==> config.mk <==
export PLATFORM = sky130hd
export DESIGN_NAME = crc_serial_engine
export DESIGN_NICKNAME = d
export VERILOG_FILES = /design/src/rtl/crc_serial_engine.sv
export SDC_FILE = /design/constraint.sdc
export NUM_CORES = 1
export LEC_CHECK = 0
export ABC_AREA = 0
export BUFFER_PORTS_ARGS = -buffer_cell sky130_fd_sc_hd__buf_4
export CORE_UTILIZATION = 58
export DETAILED_ROUTE_END_ITERATION = 10
export GPL_TIMING_DRIVEN = 0
export PLACE_DENSITY = 0.84
export SYNTH_ARGS = -nofsm -noshare
export SYNTH_HDL_FRONTEND = slang
export SYNTH_SLANG_ARGS = --single-unit
==> constraint.sdc <==
create_clock -name clk -period 5.45 [get_ports clk]
set_clock_uncertainty 0.15 [all_clocks]
set_input_delay 0.8175 -clock clk [delete_from_list [all_inputs] [get_ports clk]]
set_output_delay 0.8175 -clock clk [all_outputs]
set_load 0.02 [all_outputs]
==> src/rtl/crc_serial_engine.sv <==
`default_nettype none
// ============================================================================
//  Module   : crc_serial_engine
//  Purpose  : Bit-serial CRC engine. Latches a K-bit word on a start
//             handshake and shifts up to K bits MSB-first, one per clock,
//             through a reflected-polynomial LFSR. Supports a configurable
//             initial value, a final XOR, multi-word chaining and an
//             expected-value compare.
//  Ports    :
//    clk       in   1   clock, rising edge
//    rst_n     in   1   synchronous active-low reset
//    start     in   1   process one word (accepted in IDLE or DONE)
//    cont      in   1   1: continue from current register, 0: load INIT
//    data_in   in   K   word, latched on accept
//    len       in   LW  bits to process (0 or >K means K), latched on accept
//    expected  in   W   compare value, latched on accept
//    busy      out  1   high while shifting
//    done      out  1   one-cycle result-valid pulse
//    count     out  LW  bits processed in current / last word
//    crc_out   out  W   register ^ XOR_OUT, held until next done / reset
//    match     out  1   crc_out == latched expected, held with crc_out
//  Revision : 1.0 - initial release
// ============================================================================
module crc_serial_engine #(
    parameter int             W       = 24,
    parameter logic [W-1:0]   POLY    = 24'h884110,
    parameter int             K       = 40,
    parameter logic [W-1:0]   INIT    = '0,
    parameter logic [W-1:0]   XOR_OUT = '0,
    localparam int            LW      = $clog2(K+1)
) (
    input  logic          clk,
    input  logic          rst_n,
    input  logic          start,
    input  logic          cont,
    input  logic [K-1:0]  data_in,
    input  logic [LW-1:0] len,
    input  logic [W-1:0]  expected,
    output logic          busy,
    output logic          done,
    output logic [LW-1:0] count,
    output logic [W-1:0]  crc_out,
    output logic          match
);

    localparam logic [1:0] S_IDLE = 2'd0;
    localparam logic [1:0] S_RUN  = 2'd1;
    localparam logic [1:0] S_DONE = 2'd2;

    localparam logic [LW-1:0] C_K   = LW'(K);
    localparam logic [LW-1:0] C_ONE = LW'(1);

    logic [1:0]    r_state;
    logic [1:0]    w_state_next;

    // r_data is shifted left once per processed bit so the current data
    // bit is always at the MSB; this equals data_q[K-1-count].
    logic [K-1:0]  r_data;
    logic [W-1:0]  r_expected;
    logic [LW-1:0] r_len_eff;
    logic [LW-1:0] r_count;
    logic [W-1:0]  r_crc;
    logic [W-1:0]  r_crc_out;
    logic          r_match;

    logic          w_accept;
    logic [LW-1:0] w_len_eff;
    logic          w_fb;
    logic [W-1:0]  w_crc_next;
    logic [W-1:0]  w_crc_final;
    logic          w_last;

    assign w_accept    = start && ((r_state == S_IDLE) || (r_state == S_DONE));
    assign w_len_eff   = ((len == '0) || (len > C_K)) ? C_K : len;
    assign w_fb        = r_data[K-1] ^ r_crc[0];
    assign w_crc_next  = (r_crc >> 1) ^ (w_fb ? POLY : '0);
    assign w_crc_final = w_crc_next ^ XOR_OUT;
    assign w_last      = (r_count == (r_len_eff - C_ONE));

    // ------------------------------------------------------------------
    // FSM: state register
    // ------------------------------------------------------------------
    always_ff @(posedge clk) begin
        if (!rst_n) begin
            r_state <= S_IDLE;
        end else begin
            r_state <= w_state_next;
        end
    end

    // ------------------------------------------------------------------
    // FSM: next-state logic
    // ------------------------------------------------------------------
    always_comb begin
        w_state_next = r_state;
        case (r_state)
            S_IDLE: begin
                if (start) begin
                    w_state_next = S_RUN;
                end
            end
            S_RUN: begin
                if (w_last) begin
                    w_state_next = S_DONE;
                end
            end
            S_DONE: begin
                w_state_next = start ? S_RUN : S_IDLE;
            end
            default: begin
                w_state_next = S_IDLE;
            end
        endcase
    end

    // ------------------------------------------------------------------
    // FSM: output logic
    // ------------------------------------------------------------------
    always_comb begin
        busy = 1'b0;
        done = 1'b0;
        case (r_state)
            S_RUN:   busy = 1'b1;
            S_DONE:  done = 1'b1;
            default: begin
                busy = 1'b0;
                done = 1'b0;
            end
        endcase
    end

    // ------------------------------------------------------------------
    // Datapath. Accept and shift are mutually exclusive because accept is
    // only possible outside RUN; a start seen during RUN is ignored.
    // ------------------------------------------------------------------
    always_ff @(posedge clk) begin
        if (!rst_n) begin
            r_data     <= '0;
            r_expected <= '0;
            r_len_eff  <= C_K;
            r_count    <= '0;
            r_crc      <= INIT;
            r_crc_out  <= '0;
            r_match    <= 1'b0;
        end else if (w_accept) begin
            r_data     <= data_in;
            r_expected <= expected;
            r_len_eff  <= w_len_eff;
            r_count    <= '0;
            // Chaining keeps the register as left by the previous word.
            if (!cont) begin
                r_crc <= INIT;
            end
        end else if (r_state == S_RUN) begin
            r_data  <= r_data << 1;
            r_crc   <= w_crc_next;
            r_count <= r_count + C_ONE;
            if (w_last) begin
                r_crc_out <= w_crc_final;
                r_match   <= (w_crc_final == r_expected);
            end
        end
    end

    assign count   = r_count;
    assign crc_out = r_crc_out;
    assign match   = r_match;

endmodule
`default_nettype wire

======== Word level (Yosys, flattened, before mapping) ========
Index checks and enable logic that the tools add are counted.
cells by class
  $add $sub $neg .......................... 2
  multiply operators ...................... 0
  divide/modulo/power cells ............... 0
  order comparisons ....................... 1
  eq/ne operators ......................... 7
  shift operators ......................... 0
  muxes and demuxes ....................... 13
  bitwise logic cells ..................... 4
  reductions and logical operators ........ 10
operators with widths
  operator                                                               count
  24-bit two-way mux                                                     4
  40-bit two-way mux                                                     2
  24-bit equality test                                                   1
  23-bit by 24-bit XOR with 24-bit output                                1
  6-bit by 1-bit adder with 6-bit output, second input constant          1
  6-bit equality test                                                    1
  6-bit greater-than comparator, second input constant                   1
  6-bit logical NOT                                                      1
  6-bit two-way mux                                                      1
  2-bit != test, second input constant                                   3
  2-bit one-hot mux with 3 select lines                                  1
  6-bit by 1-bit subtractor with 6-bit output, second input constant     1
  2-bit two-way mux                                                      2
  2-bit AND reduction                                                    2
  1-bit two-way mux                                                      3
  3-bit AND reduction                                                    1
  2-bit by 1-bit equality test with 1-bit output, second input constant  1
  2-bit equality test, second input constant                             1
  2-bit logical NOT                                                      1
  1-bit logical OR                                                       2
  1-bit NOT                                                              2
  2-bit nonzero test                                                     1
  2-bit OR reduction                                                     1
  1-bit logical AND                                                      1
  1-bit XOR                                                              1
storage, ports and cells
  flip-flop bits (word level) ............. 127
  latch bits .............................. 0
  bits in writable memories ............... 0
  memory bits (read-only) ................. 0
  input port bits ......................... 74
  output and inout port bits .............. 33
  word-level logic and storage cells ...... 45
  memories kept ........................... 0

======== Logic depth before layout (Yosys ltp) ========
Gate-level depths: netlist (run 1).
  depth after elaboration ................. 5
  depth in mapped cells ................... 9
  mapped depth without buffers ............ 7

======== Worst setup path after synthesis (run 1) ========
Ideal clock, no wire load.
  path kind ............................... flip-flop to flip-flop
  from .................................... register r_len_eff[0]
  to ...................................... register r_crc_out[5] (netlist: crc_out[5])
  setup time .............................. 0.070 ns
  arrival ................................. 2.057 ns
  data required time ...................... 5.230 ns
  setup slack ............................. 3.173 ns
  stages on the path, launching flop included .. 9
  buffers on the path ..................... 1
  period minus slack after synthesis ...... 2.277 ns
  cell sequence ........................... dfxtp_1 inv_1 ha_1 nor2b_1 or3_1 a31oi_1 buf_2 nand4_1 a21oi_1
between the ends
  cells in the longest elaborated chain, start to end .. 3
ends and longest elaborated chain
  item                                         line  text
  start: declaration                           60    logic [LW-1:0] r_len_eff;
  start signal: assignment                     148   r_len_eff <= w_len_eff;
  6-bit by 1-bit subtractor with 6-bit output  78    assign w_last = (r_count == (r_len_eff - C_ONE));
  6-bit equality test                          78
  3-bit AND reduction (no source line)         n/a
  end signal: assignment                       159   r_crc_out <= w_crc_final;
  end: declaration                             63    logic [W-1:0] r_crc_out;
Every way passes these cells.
A chain may end at the register's enable or synchronous reset.

======== Final worst setup path (run 1) ========
  from .................................... register r_state[0]
  to ...................................... output busy
between the ends
  cells in the longest elaborated chain, start to end .. 2
ends and longest elaborated chain
  item                                            line  text
  start: declaration                              53    logic [1:0] r_state;
  start signal: assignment                        87    r_state <= w_state_next;
  2-bit by 1-bit equality test with 1-bit output  122   case (r_state)
  1-bit two-way mux                               122
  end: declaration                                39    output logic busy,
Every way passes these cells.

==> results of run 1 <==
[power by group through the flow]
| stage | logic (mW) | registers, mW | clock network [mW] |
|---|---|---|---|
| 6_report | 0.239 | 0.994 | 1.14 |
| 5_1_grt | 0.260 | 0.996 | 1.19 |
| 4_1_cts | 0.236 | 0.992 | 1.14 |
| 3_5_place_dp | 0.230 | 1.01 | 0 |
| 3_3_place_gp | 0.222 | 1.01 | 0 |
| 2_1_floorplan | 0.144 | 1.00 | 0 |
[state kept, by name, indices dropped and copies added, names as in the netlist]
signal	flops
r_len_eff	6
r_state	2
crc_out	24
r_data	40
r_crc	24
r_expected	24
count	6
match	1
[cells by family (layout without fill, tap and decap cells)]
| logic type | Yosys count | after routing | share of synthesized area (%) |
|---|---|---|---|
| xor gates and xnor gates | 41 | 41 | 7.04 |
| adders and majority gates | 2 | 2 | 0.491 |
| muxes | 1 | 1 | 0.196 |
| buffers and inverters | 52 | 189 | 4.10 |
| and+or+nand+nor | 163 | 163 | 15.0 |
| DFF | 127 | 127 | 49.9 |
| AOI/OAI and AO/OA | 193 | 193 | 23.3 |
[per-stage QoR]
stage / util (%) / hold WS (ns) / worst slack, ns / power [mW] / cells
2_1_floorplan: - / 0.287 / 3.17 / 1.15 / 579
3_3_place_gp: 72.1 / 0.293 / 2.69 / 1.23 / 789
3_5_place_dp: 72.1 / 0.297 / 2.56 / 1.24 / 789
4_1_cts: 79.4 / 0.308 / 2.25 / 2.37 / 821
5_1_grt: 79.4 / 0.319 / 2.09 / 2.44 / 821
6_report: 79.4 / 0.310 / 2.21 / 2.37 / 821
[path summary, 6_finish.rpt]
| check | to | slack [ns] | cells past startpoint |
|---|---|---|---|
| setup / recovery | busy | 2.21 | 5 |
| hold / removal | r_data[8]$_SDFFE_PN0P_ | 0.31 | 2 |
| setup reg to reg | crc_out[8]$_SDFFE_PN0P_ | 2.64 | 8 |
| hold reg to reg | r_data[8]$_SDFFE_PN0P_ | 0.31 | 2 |
[critical path, stage by stage (launching register included)]
cell and delay, ns:
dfxtp_1 0.38, nand2b_1 0.16, inv_2 0.23, clkbuf_1 0.47, buf_2 0.33, buf_4 0.18
[routing by layer]
| metal | track usage (%) | up-vias | wire length, um |
|---|---|---|---|
| met3 | 10.2 | 36 | 1110 |
| met4 | 15.7 | 0 | 346 |
| met1 | 36.4 | 2360 | 5480 |
| met2 | 57.1 | 210 | 7340 |
| met5 | 0 | - | 0 |
| li1 | - | 2333 | - |
[layout make-up]
| cell class | instances | area, um^2 |
|---|---|---|
| clock buffer | 19 | 442 |
| buffer | 45 | 183 |
| tap | 105 | 131 |
| multi-input combinational | 400 | 2350 |
| clock inverter | 13 | 163 |
| timing repair buffer | 105 | 788 |
| inverter | 7 | 26.3 |
| sequential | 127 | 2540 |
| fill | 555 | 1720 |
[cells in the final DEF (no fill, tap or decap), types with 2 or more instances in the layout]
master      netlist  layout
nor3_1            5       5
or3_1             3       3
ha_1              2       2
clkbuf_8          0       3
inv_1             5       5
buf_2             5       5
nand2_1          95      95
bufinv_16         0       3
inv_2             2       2
nand2b_1          2       2
o22ai_1           2       2
a22oi_1          40      40
buf_1             4       4
xnor2_1          32      32
o22a_1            2       2
clkbuf_16         0      16
nor4_1            2       2
xor2_1            9       9
clkinvlp_4        0       6
nor2b_1           5       5
a22o_1           24      24
o21ai_0          28      28
nand4_1          32      32
buf_4             0     105
dfxtp_1         127     127
nor2_1           11      11
a31oi_1           3       3
a21oi_1          90      90
clkinv_2          0       2
clkbuf_1         35      35
==> results.tsv, run 1 <==
metric	value	unit
count of input and output buffers	105	
syn_area_per_cell	8.80	um^2
remaining global-route overflow	0	
top-count cell post-synth	dfxtp_1	
Syn Nets	655	
routed len/inst	17.4	um
clk sink count	127	
Final period util	59.4	%
Clk pwr share	48.0	%
Gates resized, CTS repair	0	
critical path launch point	r_state[0]$_SDFFE_PN0P_	
Post-CTS Setup Bufs	0	
IO Count	107	
synth cell count leaders	dfxtp_1 (127), nand2_1 (95), a21oi_1 (90)	
Sw Share	24.7	%
Slew headroom	47.0	%
P_int	1.78	mW
register bit total from synthesis	127	
cts hold-fix bufs	0	
Crit Path Class	register to output port	
worst-path fanout max	10	
violation count after the first detailed-route iteration	296	
Die ar.	9170	um^2
area of placed instances	6020	um^2
Final Setup Violations	0	
via count	4939	
first-pass iteration count of the detailed router	5	
Seq pwr share	41.9	%
post-layout min period	3.24	ns
Req. time, crit path	4.48	ns
gr usage total	32.8	%
Peak Freq	0.309	GHz
routed vias/inst	6.02	
Worst-path clk slew	0.06	ns
peak supply drop	0.236	mV
TritonCTS Buffers	17	
Yosys cell types	38	
clk_lat worst skew	0.52	ns
overall routed net length	14300	um
status	finished clean	
H-tree Lvls	4	
Post-Syn Instances	579	
post-synth top area cell	dfxtp_1	
first-pass GRT wire length	22600	um
die height	95.7	um
main flop type after synthesis	dfxtp_1	
initial antenna violation count	0	
post-synthesis sequential area ratio	49.9	%
NetSw	0.586	mW
Comb pwr share	10.1	%
gp weighted congestion	0.864	
CP Capture Type	output port	
drt drc	0	
post-synth top area share	49.9	%
# rows	33	
Worst Hold Class	register to register	
Async S/R FF share, synth	0	%
CTS tree	yes	
vias in the first global route	4860	
Syn-to-layout area delta	29.9	%
post-route cell area	6620	um^2
n_diodes	0	
synthesized cell area	5100	um^2
Die X	95.7	um
post-route ant nets	0	
Post-DP HPWL	9730	um
Setup crit start kind	register	
Setup TNS	0	ns
slew at the pin closest to its max-slew limit	0.791	ns
Post-synth EDFFs	0	
RSZ-0062 raised after global routing	no	
leakage	2.54	nW
hold_sp	r_data[8]$_SDFFE_PN0P_	
Worst EP arrival	2.27	ns
max cap viols	0	
Yosys warning count	0	
power per standard cell area	358	nW/um^2
fin. max-slew vios	0	
clock root buffer	clkbuf_8	
fraction of layout instances using a drive strength above 1	20.8	%
start of the worst register-to-register path	r_len_eff[0]$_SDFFE_PN0P_	
synth top area cells	dfxtp_1 (50%), a21oi_1 (8.8%), nand2_1 (7.0%)	
worst-case clock buffer depth	2	
core area	8340	um^2
Initial Utilization	61.1	%
largest net degree at the start of global routing	17	
final net count	779	
Final Hold Viols	0	
Note: power is estimated with default switching activity, not from simulation.
==> run 2, diff against run 1 <==
--- a/config.mk
+++ b/config.mk
@@ -7,10 +7,10 @@
 export LEC_CHECK = 0
 export ABC_AREA = 0
 export BUFFER_PORTS_ARGS = -buffer_cell sky130_fd_sc_hd__buf_4
-export CORE_UTILIZATION = 58
+export CORE_UTILIZATION = 49
 export DETAILED_ROUTE_END_ITERATION = 10
 export GPL_TIMING_DRIVEN = 0
-export PLACE_DENSITY = 0.84
+export PLACE_DENSITY = 0.76
 export SYNTH_ARGS = -nofsm -noshare
 export SYNTH_HDL_FRONTEND = slang
 export SYNTH_SLANG_ARGS = --single-unit
==> constraint.sdc (replaced) <==
create_clock -name clk -period 2.7 [get_ports clk]
set_clock_uncertainty 0.15 [all_clocks]
set_input_delay 0.405 -clock clk [delete_from_list [all_inputs] [get_ports clk]]
set_output_delay 0.405 -clock clk [all_outputs]
set_load 0.02 [all_outputs]
==> run 2 against run 1 <==
Sequential share of layout area fell by 1.3 points. Final area rose by 3.5%. Cell count up 6.3%. Register-to-register slack lost 2.4 ns. Clock power rose by 84%. Total power is 95% higher. Critical path type unchanged. Routed wire length is 3.8% lower. Sequential power up 100%. Global-route usage fell by 6.9 points. Sequential cell count did not move. First-iteration DRC count shrank 22%.
==> results.tsv, run 2 (synthesized netlist as in run 1, its figures left out) <==
metric	value	unit	change
Initial Utilization	51.4	%	-9.7 points
routed len/inst	15.7	um	-9.5%
CTS tree	yes		
post-route cell area	6850	um^2	+3.5%
commonest non-fill, non-tap cell in the layout	dfxtp_1		
Post-DP HPWL	9800	um	+0.70%
post-route ant nets	0		unchanged
status	finished clean		
non-filler cells, final	873		+6.3%
max cap viols	0		unchanged
# rows	36		+9.1%
peak supply drop	0.373	mV	+58%
P_int	3.40	mW	+90%
power per standard cell area	672	nW/um^2	+88%
core area	9910	um^2	+19%
met1 Track Usage GR	31.7	%	-4.7 points
clock root buffer	clkbuf_8		
Peak Freq	0.391	GHz	
CP Capture Type	output port		
Final period util	94.8	%	
Post-CTS Setup Bufs	0		unchanged
leakage	2.62	nW	+3.1%
Worst-path clk slew	0.06	ns	about the same
routed vias/inst	5.58		-7.3%
n_diodes	0		unchanged
slew at the pin closest to its max-slew limit	0.728	ns	-0.0637 ns
die height	104	um	+8.6%
Setup crit start kind	register		
clk sink count	127		unchanged
largest net degree at the start of global routing	17		unchanged
global route hottest layer	met2		
violation count after the first detailed-route iteration	232		-22%
Slew headroom	51.1	%	+4.1 points
Final Setup Violations	0		unchanged
first-pass iteration count of the detailed router	5		unchanged
gp weighted congestion	0.869		+0.57%
Worst EP arrival	2.00	ns	-0.27 ns
GR met2 Demand/Resource	43.8	%	-13 points
Req. time, crit path	2.14	ns	-2.34 ns
commonest non-fill, non-tap cells in the layout	dfxtp_1 (127), buf_4 (105), nand2_1 (95)		
H-tree Lvls	4		unchanged
remaining global-route overflow	0		unchanged
fin. max-slew vios	0		unchanged
area of placed instances	6050	um^2	+0.58%
vias in the first global route	4808		-1.1%
Syn-to-layout area delta	34.4	%	
fraction of layout instances using a drive strength above 1	20.4	%	-0.40 points
largest reg by FF count	r_data		
Sw Share	26.3	%	+1.6 points
worst-path fanout max	10		unchanged
clk_lat worst skew	0.52	ns	about the same
RSZ-0062 raised after global routing	no		
Reg2Reg Setup Slack	0.22	ns	-2.42 ns
post-layout min period	2.56	ns	
first-pass GRT wire length	22700	um	+0.43%
Seq pwr share	43.5	%	+1.6 points
IO Count	107		unchanged
# fillers	772		+39%
worst-case clock buffer depth	2		unchanged
Die ar.	10800	um^2	+18%
count of input and output buffers	105		unchanged
grt met3 use	6.20	%	-4.0 points
Crit Path Class	register to output port		
overall routed net length	13700	um	-3.8%
Die X	104	um	+8.6%
Post-Place Cells	817		+3.5%
Clk pwr share	45.6	%	-2.4 points
max FFs per register	40		unchanged
Worst Hold Class	input pin to register		
Final Hold Viols	0		unchanged
final net count	803		+3.1%
TritonCTS Buffers	17		unchanged
via count	4868		-1.4%
Setup TNS	0	ns	unchanged
drt drc	0		unchanged
NetSw	1.21	mW	+110%
gr usage total	25.9	%	-6.9 points
Comb pwr share	10.9	%	+0.8 points
initial antenna violation count	0		unchanged
## run 2: area by class of cell
type | count | area [um^2] | area share [%]
clock buffers | 17 | 414 | 6.04
well taps | 133 | 166 | 2.43
flip-flops and latches | 127 | 2540 | 37.1
inverters | 7 | 26.3 | 0.383
plain buffers | 45 | 184 | 2.68
clock inverters | 15 | 138 | 2.01
multi-input cells | 400 | 2350 | 34.3
repair buffers | 129 | 1030 | 15.0
## run 2: stage by stage
step                      hold WS (ns)  total power [mW]  setup slack (ns)  utilization, %
after floorplan                  0.287              2.32             0.423               -
after global placement           0.294              2.48             0.112            61.1
after detailed placement         0.300              2.51            0.0621            61.1
after CTS                      0.00557              4.61           0.00947            69.0
after global routing           0.00516              4.77            0.0193            69.1
final                          0.00833              4.61             0.142            69.1
## run 2: critical path, cell delays in order (launching register included)
cell,delay (ns)
dfxtp_1,0.32
nand2b_1,0.22
inv_2,0.22
clkbuf_2,0.28
buf_2,0.26
buf_4,0.18
## run 2: worst paths after layout
check                                  from                  endpoint  cells past startpoint
setup / recovery    r_state[1]$_SDFFE_PN0P_                      busy                      5
hold / removal                  data_in[10]   r_data[10]$_SDFFE_PN0P_                      3
setup reg to reg  r_len_eff[0]$_SDFFE_PN0P_  crc_out[13]$_SDFFE_PN0P_                      8
hold reg to reg     r_data[10]$_SDFFE_PN0P_   r_data[10]$_SDFFE_PN0P_                      2
## run 2: metal layers
metal  wire length [um]  vias up
met5                  0        -
met3                808       23
met4                250        0
met2               6670      156
met1               5990     2316
li1                   -     2373
## run 2: timing repair
item / CTS / global route
setup endpoints to repair: 1 / 22
resized for setup: 1 / 1
pin swaps: 0 / 0
hold buffers: 23 / 1
hold endpoints to repair: 23 / 1
## run 2: power by group through the flow
stage	Sequential, mW	Clock [mW]	Combinational, mW
after floorplan	2.03	0	0.291
after global placement	2.04	0	0.448
after detailed placement	2.04	0	0.466
after CTS	2.00	2.11	0.496
after global routing	2.01	2.21	0.556
final	2.00	2.10	0.504
==> run 3, diff against run 2 <==
--- a/config.mk
+++ b/config.mk
@@ -7,10 +7,13 @@
 export LEC_CHECK = 0
 export ABC_AREA = 0
 export BUFFER_PORTS_ARGS = -buffer_cell sky130_fd_sc_hd__buf_4
-export CORE_UTILIZATION = 49
+export CELL_PAD_IN_SITES_DETAIL_PLACEMENT = 1
+export CELL_PAD_IN_SITES_GLOBAL_PLACEMENT = 1
+export CORE_ASPECT_RATIO = 1.2
+export CORE_UTILIZATION = 36
 export DETAILED_ROUTE_END_ITERATION = 10
 export GPL_TIMING_DRIVEN = 0
-export PLACE_DENSITY = 0.76
+export PLACE_DENSITY_LB_ADDON = 0.1
 export SYNTH_ARGS = -nofsm -noshare
 export SYNTH_HDL_FRONTEND = slang
 export SYNTH_SLANG_ARGS = --single-unit
==> run 3 against run 2 <==
Sequential cell count unchanged. Sequential power about the same. Hold slack improved by 0.056 ns. Utilization decreased by 20 points. Clock-buffer cell count increased by 3. Register-to-register slack got worse by 0.05 ns. Critical path depth unchanged. Fmax increased by 0.35%. Non-clock buffer count decreased by 24. Clock power increased by 18%. Largest cell class unchanged. Final area decreased by 1.5%. Sequential share of layout area increased by 0.56 points.
==> results.tsv, run 3 (synthesized netlist as in run 1, its figures left out) <==
metric	value	unit	change
status	finished clean		
power per standard cell area	736	nW/um^2	+9.5%
initial antenna violation count	0		unchanged
Final Setup Violations	0		unchanged
Die ar.	14600	um^2	+35%
RSZ-0062 raised after global routing	no		
IO Count	107		unchanged
fraction of layout instances using a drive strength above 1	20.9	%	+0.54 points
core area	13800	um^2	+39%
vias in the first global route	5054		+5.1%
via count	4758		-2.3%
die height	132	um	+27%
worst-case clock buffer depth	2		unchanged
max cap viols	0		unchanged
commonest non-fill, non-tap cell in the layout	dfxtp_1		
non-filler cells, final	887		+1.6%
H-tree Lvls	4		unchanged
worst-path fanout max	10		unchanged
Largest stage delay, worst path	0.38	ns	+0.06 ns
final net count	779		-3.0%
Worst EP arrival	1.99	ns	about the same
commonest non-fill, non-tap cells in the layout	dfxtp_1 (127), buf_4 (105), nand2_1 (95)		
clk sink count	127		unchanged
post-layout min period	2.55	ns	-0.00897 ns
count of input and output buffers	105		unchanged
leakage	2.58	nW	-1.7%
start of the worst register-to-register path	r_len_eff[0]$_SDFFE_PN0P_		
Syn-to-layout area delta	32.4	%	
Peak Freq	0.392	GHz	+0.35%
first-pass iteration count of the detailed router	4		-1
Die X	111	um	+6.4%
max FFs per register	40		unchanged
peak supply drop	0.510	mV	+37%
violation count after the first detailed-route iteration	136		-41%
routed len/inst	17.5	um	+11%
Req. time, crit path	2.14	ns	about the same
gp weighted congestion	0.793		-8.7%
n_diodes	0		unchanged
drt drc	0		unchanged
Initial Utilization	36.9	%	-15 points
cts hold-fix bufs	0		-100%
first-pass GRT wire length	25000	um	+10%
# rows	47		+31%
clock root buffer	clkbuf_16		
fin. max-slew vios	0		unchanged
TritonCTS Buffers	17		unchanged
routed vias/inst	5.36		-3.8%
remaining global-route overflow	0		unchanged
setup ws final	0.150	ns	+0.00897 ns
Crit Path Class	register to output port		
Worst Hold Class	input pin to register		
Post-DP HPWL	11600	um	+18%
slew at the pin closest to its max-slew limit	0.761	ns	+0.0330 ns
crit-path cells	nand2b_1, inv_2, clkbuf_2, buf_2, buf_4		
hold_sp	len[3]		
post-route ant nets	0		unchanged
gr usage total	21.9	%	-4.0 points
worst slack, placed	-0.0257	ns	-0.0879 ns
Final period util	94.4	%	-0.33 points
CTS tree	yes		
critical path launch point	r_state[0]$_SDFFE_PN0P_		
Slew headroom	48.9	%	-2.2 points
Post-Place Cells	855		+4.7%
overall routed net length	15500	um	+13%
Worst-path clk slew	0.06	ns	about the same
clk_lat worst skew	0.42	ns	-0.10 ns
largest net degree at the start of global routing	17		unchanged
Setup TNS	0	ns	unchanged
CP Capture Type	output port		
Slowest-stage cell, CP	dfxtp_1		
largest reg by FF count	r_data		
Setup crit start kind	register		
Final Hold Viols	0		unchanged
## run 3: changes by cell type in the layout (fill, tap and decap cells not counted), sizes merged
| cell | previous run | this run |
|---|---|---|
| clkinvlp | 6 | 2 |
| clkinv | 4 | 5 |
| inv | 11 | 7 |
| clkbuf | 52 | 55 |
| bufinv | 1 | 5 |
| dlygate4sd3 | 24 | 0 |
## run 3: final timing paths
check	to	slack [ns]	cells after the start
max	busy	0.15	5
min	r_len_eff[3]$_SDFFE_PN1P_	0.06	2
max reg2reg	crc_out[13]$_SDFFE_PN0P_	0.17	8
min reg2reg	r_data[18]$_SDFFE_PN0P_	0.30	2
## run 3: layout make-up
class                           count  area (um^2)
Fill cell                        1623         7070
Timing Repair Buffer              105          788
Tap cell                          171          214
Clock inverter                     12          190
Clock buffer                       20          447
Inverter                            7         26.3
Multi-Input combinational cell    400         2360
Buffer                             45          184
Sequential cell                   127         2540
## run 3: through the flow
stage | area, um^2 | hold WS, ns | power (mW) | utilization (%)
after floorplan | 5100 | 0.287 | 2.32 | -
after global placement | 6100 | 0.292 | 2.50 | 44.1
after detailed placement | 6100 | 0.302 | 2.52 | 44.1
after CTS | 6740 | 0.0499 | 5.01 | 48.8
after global routing | 6750 | 0.0623 | 5.15 | 48.8
final | 6750 | 0.0648 | 4.97 | 48.8
## run 3: timing repair
item / 4_1_cts / 5_1_grt
endpoints found under the hold margin: 0 / 0
pin swaps: 0 / 0
buffers inserted: 0 / 0
setup endpoints to repair: 18 / 19
gates resized for setup: 2 / 1
## run 3: per-layer routing
metal  vias to the layer above  global-route usage, %  routed length [um]
li1                       2315                      -                   -
met1                      2328                   22.7                6100
met2                        92                   40.9                8320
met3                        23                   6.02                 739
met4                         0                   9.26                 327
met5                         -                      0                   0
## run 3: where the power goes
part           internal (mW)  total [mW]  switching [mW]
logic                  0.196       0.482           0.286
clock network           1.65        2.48           0.831
registers               1.95        2.00          0.0535
## run 3: critical path: cells and delay by family (launching register included)
| kind | cells | cell delay [ns] |
|---|---|---|
| simple gates | 1 | 0.17 |
| flops | 1 | 0.38 |
| buf+inv | 4 | 1.03 |
